--- src/rtl/lut_neuron_loader.sv ---
// Truth-table neuron: a framed config stream fills a 2^IN_BITS-entry LUT,
// then lookups on M0 return the stored entry one cycle later on M1.
module lut_neuron_loader #(
  parameter int IN_BITS  = 8,
  parameter int OUT_BITS = 1,
  parameter int CFG_W    = 16
) (
  input  logic                clk,
  input  logic                rst_n,
  input  logic                cfg_valid,
  output logic                cfg_ready,
  input  logic [CFG_W-1:0]    cfg_data,
  input  logic                cfg_last,
  input  logic                err_clr,
  input  logic [IN_BITS-1:0]  M0,
  input  logic                in_valid,
  output logic [OUT_BITS-1:0] M1,
  output logic                out_valid,
  output logic                table_valid,
  output logic                cfg_err
);

  localparam int DEPTH  = 2 ** IN_BITS;
  localparam int EPB    = CFG_W / OUT_BITS;
  localparam int NBEATS = DEPTH / EPB;
  localparam int CW     = (NBEATS > 1) ? $clog2(NBEATS) : 1;

  typedef enum logic [1:0] {EMPTY, LOAD, ACTIVE} state_t;

  state_t              state;
  logic [CW-1:0]       cnt;
  logic [CW-1:0]       bidx;
  logic                acc, is_final, ferr, wr;
  logic [OUT_BITS-1:0] mem [DEPTH];

  // Never back-pressures; only gated off while reset is held.
  assign cfg_ready = rst_n;

  always_comb begin
    acc      = cfg_valid & cfg_ready;
    bidx     = (state == LOAD) ? cnt : '0;
    is_final = (state == LOAD) ? (cnt == CW'(NBEATS - 1)) : (NBEATS == 1);
    ferr     = acc & (cfg_last != is_final);
    wr       = acc & ~ferr;
  end

  always_ff @(posedge clk) begin
    if (!rst_n) begin
      state       <= EMPTY;
      cnt         <= '0;
      table_valid <= 1'b0;
      cfg_err     <= 1'b0;
    end else begin
      // A new error in the same cycle as err_clr keeps the flag set.
      if (ferr)         cfg_err <= 1'b1;
      else if (err_clr) cfg_err <= 1'b0;

      if (ferr) begin
        state       <= EMPTY;
        cnt         <= '0;
        table_valid <= 1'b0;
      end else if (acc) begin
        if (is_final) begin
          state       <= ACTIVE;
          cnt         <= '0;
          table_valid <= 1'b1;
        end else begin
          state       <= LOAD;
          cnt         <= bidx + CW'(1);
          table_valid <= 1'b0;
        end
      end
    end
  end

  // Unreset LUT storage; a beat lands EPB entries at once.
  always_ff @(posedge clk) begin
    if (wr)
      for (int j = 0; j < EPB; j++)
        mem[IN_BITS'(int'(bidx) * EPB + j)] <= cfg_data[j*OUT_BITS +: OUT_BITS];
  end

  always_ff @(posedge clk) begin
    if (!rst_n) begin
      out_valid <= 1'b0;
      M1        <= '0;
    end else begin
      out_valid <= in_valid & table_valid;
      if (in_valid & table_valid) M1 <= mem[M0];
    end
  end

endmodule

--- config.mk ---
export PLATFORM = sky130hd
export DESIGN_NAME = lut_neuron_loader
export DESIGN_NICKNAME = d
export VERILOG_FILES = /design/src/rtl/lut_neuron_loader.sv
export SDC_FILE = /design/constraint.sdc
export NUM_CORES = 1
export LEC_CHECK = 0
export CORE_UTILIZATION = 50
export CTS_BUF_LIST = sky130_fd_sc_hd__clkbuf_2
export DETAILED_ROUTE_END_ITERATION = 12
export PLACE_DENSITY = 0.67
export SYNTH_ARGS = -nofsm -noshare
export SYNTH_HDL_FRONTEND = slang
export SYNTH_SLANG_ARGS = --single-unit
--- constraint.sdc ---
create_clock -name clk -period 3.6 [get_ports clk]
set_input_delay 1.08 -clock clk [delete_from_list [all_inputs] [get_ports clk]]
set_output_delay 1.08 -clock clk [all_outputs]
set_load 0.05 [all_outputs]
==> impl_metrics.csv <==
group,metric,value,unit
status,outcome,"finished, final reports clean",
synth,syn_area_per_cell,19.9,um2
sta,fin_crit_sh,87.4,%
synth,synthArstFlopShare,0,%
floorplan,fp.dieArea,21800,um2
grt,grt_max_degree,29,
sta,skew,0.0497,ns
floorplan,ios,35,
synth,synth_area,10600,um2
floorplan,die_y,148,um
layout,multi_input_area,2510,um2
grt,grt_pass1_vias,5867,
worst_setup_path,path_delay_family,"buffers and inverters",
worst_setup_path,reg2reg_to,"mem[87]",
power_and_ir_drop,p_leak,0.00403,uW
routing,via_per_inst,5.94,
sta,tightestPinTransition,0.959,ns
worst_setup_path,path_class,"flop to primary output",
synth,synth_ff_type,"edfxtp_1",
power_and_ir_drop,pwr-share-seq,60.5,%
place,io_buffers,34,
worst_setup_path,path_depth,1,
worst_setup_path,critPathLaunchType,"flop",
sta,worst_slack,0.452,ns
worst_hold_path,holdPathEnd,"cnt[1]",
floorplan,rows,52,
power_and_ir_drop,clockPowerShare,33.2,%
synth,synth_nets,566,
synth,synth.largest_area_cell,"edfxtp_1",
clocking,clock_latency,0.79,ns
worst_hold_path,hp-class,"flop to flop",
synth,ys_seq_area_share,74.1,%
clocking,tritoncts,"done",
routing,dr.first_iter.drc_count,555,
routing,drc_errors,0,
clocking,post_cts_buffers,0,
power_and_ir_drop,combPwrFrac,6.3,%
synth,synth_top_area_share,72.4,%
clocking,root_buffer,"clkbuf_2",
sta,finalSetupViolCount,0,
place,dpl.hpwl,14.1,mm
floorplan,dieWidth,148,um
routing,wl_per_cell,24.2,um
worst_setup_path,critPathRequiredTime,2.52,ns
power_and_ir_drop,powerDensity,466,nW/um2
grt,grt_pass1_wl,35.1,mm
grt,grt-ovfl-total,0,
sta,rsz0062_at_grt,"false",
routing,firstDrtPassIters,5,
layout,regArea,7870,um2
sta,final_max_slew_viol_count,0,
routing,routed_wl,23.4,mm
sta,fmax,318,MHz
power_and_ir_drop,swShare,24.0,%
worst_setup_path,r2r_setup_slack,0.97,ns
routing,ant_nets,0,
worst_setup_path,ff2ff_path_depth,8,
sta,hold_violations,0,
sta,tns,0,ns
worst_setup_path,critical_path_buf_inv_count,1,
sta,slew_headroom,35.9,%
synth,yosys_warnings,0,
synth,synth-edff-count,256,
job,maxCapViolCount,0,
clocking,cts_resized,0,
clocking,clockBufferDepth,3,
clocking,cts_hold_buf,0,
place,place_ws,0.0511,ns
power_and_ir_drop,internal_power,4250,uW
layout,drive_above_1_share,28.1,%
synth,synth_area_leaders,"edfxtp_1 (72%), mux4_2 (9.8%), mux4_1 (3.0%)",
synth,synth.distinct_cells,54,
worst_setup_path,r2r_start,"table_valid",
place,routabilityCongestion,0.863,
grt,grt.total_usage,22.7,%
power_and_ir_drop,worst_ir_drop_vdd,0.000261,V
power_and_ir_drop,p_sw,1340,uW
routing,vias,5734,
sta,fin_crit,3.15,ns
worst_hold_path,hold_path.startpoint,"cnt[1]",
worst_setup_path,path_max_fanout,2,
layout,nets,683,
floorplan,initial_core_util,51.8,%
worst_setup_path,cp.arrival,2.07,ns
synth,ys_ff_latch,265,
clocking,cts.htree.levels,3,
grt,antenna_found_initial,1,
clocking,clock_sinks,265,
clocking,cts_buffers,68,
floorplan,core,20500,um2
clocking,clk_pin_slew_worst_paths,0.11,ns
worst_setup_path,cp-end-kind,"primary output",
layout,area_delta_synth_final,13.2,%
layout,fill_cells,1576,
worst_setup_path,critPathMaxStageDelay,0.84,ns
worst_hold_path,hold_path_depth,2,
worst_setup_path,cp_cell_sequence,"clkdlybuf4s50_1",
worst_setup_path,worst_path_max_delay_cell,"clkdlybuf4s50_1",
synth,syn_inst,532,
## cells in the mapped netlist, drive strengths merged (2+ instances only)
cell / n
a2111oi: 3
a211oi: 3
a21boi: 4
a21oi: 5
a311oi: 2
and3: 2
buf: 18
clkbuf: 9
dfxtp: 9
edfxtp: 256
ha: 4
inv: 7
mux2: 3
mux2i: 22
mux4: 58
nand2: 18
nand2b: 3
nand3: 7
nand3b: 3
nand4: 6
nor2: 29
nor2b: 9
nor3: 9
nor3b: 2
nor4: 6
nor4b: 2
o211ai: 3
o21ai: 3
o221ai: 4
o22ai: 5
## kinds of logic after synthesis
| kind of cell | count (synthesis) | share of synthesized area, % |
|---|---|---|
| flops | 265 | 74.1 |
| fa+ha+maj | 4 | 0.472 |
| mux | 83 | 15.1 |
| compound gates | 42 | 3.04 |
| xor+xnor | 2 | 0.165 |
| buf+inv | 35 | 2.24 |
| simple gates | 101 | 4.81 |
## worst reg2reg max path, stage by stage (launching register included)
cell     delay [ns]
dfxtp_1        0.36
nor2b_1        0.14
buf_4          0.18
nand3_1        0.20
nor2_1         0.27
xnor2_1        0.26
nand4_1        0.32
nor2_1         0.27
buf_4          0.29
## layout make-up
class	instances	area share, %
sequential	265	65.5
multi-input combinational	232	20.9
timing repair buffer	75	5.94
clock buffer	98	4.08
tap	270	2.81
clock inverter	17	0.542
inverter	7	0.219
antenna	1	0.0208
## layer usage
| metal | track usage (%) | vias up | part of all wire [%] |
|---|---|---|---|
| met5 | 0 | - | 0 |
| met4 | 9.12 | 0 | 2.1 |
| met3 | 5.31 | 48 | 7.8 |
| met2 | 35.8 | 279 | 49 |
| met1 | 30.7 | 2924 | 41 |
| li1 | - | 2483 | - |
## cells in the final DEF, fill, tap and decap left out, types with 2 or more instances in the layout
cell,instances
a2111oi_0,3
a211oi_1,3
a21boi_0,4
a21oi_1,5
a311oi_1,2
and3_1,2
buf_12,6
buf_4,37
clkbuf_2,98
clkdlybuf4s50_1,31
clkinv_1,16
dfxtp_1,9
edfxtp_1,256
ha_1,4
inv_1,7
mux2_2,3
mux2i_1,22
mux4_1,12
mux4_2,46
nand2_1,18
nand2b_1,3
nand3_1,7
nand3b_1,3
nand4_1,6
nor2_1,29
nor2b_1,9
nor3_1,9
nor3b_1,2
nor4_1,6
nor4b_1,2
o211ai_1,3
o21ai_0,3
o221ai_1,4
o22ai_1,4
## per-stage QoR
| step | utilization (%) | cells | total power [uW] | instance area [um2] | hold slack (ns) |
|---|---|---|---|---|---|
| global route | 58.6 | 965 | 5800 | 12000 | 0.571 |
| floorplan | - | 532 | 3640 | 10600 | 0.463 |
| detailed placement | 55.9 | 849 | 3810 | 11500 | 0.510 |
| global placement | 55.9 | 849 | 3800 | 11500 | 0.484 |
| CTS | 58.6 | 964 | 5650 | 12000 | 0.521 |
| finish | 58.6 | 965 | 5590 | 12000 | 0.528 |
## power by group through the flow
| stage | combinational [uW] | sequential [uW] | clock, uW |
|---|---|---|---|
| floorplan | 180 | 3460 | 0 |
| global placement | 349 | 3460 | 0 |
| detailed placement | 353 | 3460 | 0 |
| CTS | 354 | 3390 | 1910 |
| global route | 372 | 3390 | 2050 |
| finish | 350 | 3390 | 1860 |
## registers in the layout, indices dropped and copies added (netlist names)
signal / count
mem: 256
table_valid: 1
cnt: 4
state: 1
out_valid: 1
cfg_err: 1
M1: 1
## how the worst max path moves through the flow
stage	endpoint	start	slack [ns]
floorplan	M1	M0[0]	0.72
global placement	M1	M0[2]	0.09
detailed placement	M1	M0[2]	0.05
CTS	M1	M1	0.40
global route	table_valid	table_valid	0.36
finish	M1	M1	0.45
No activity file was read; power rests on OpenSTA's default activity.
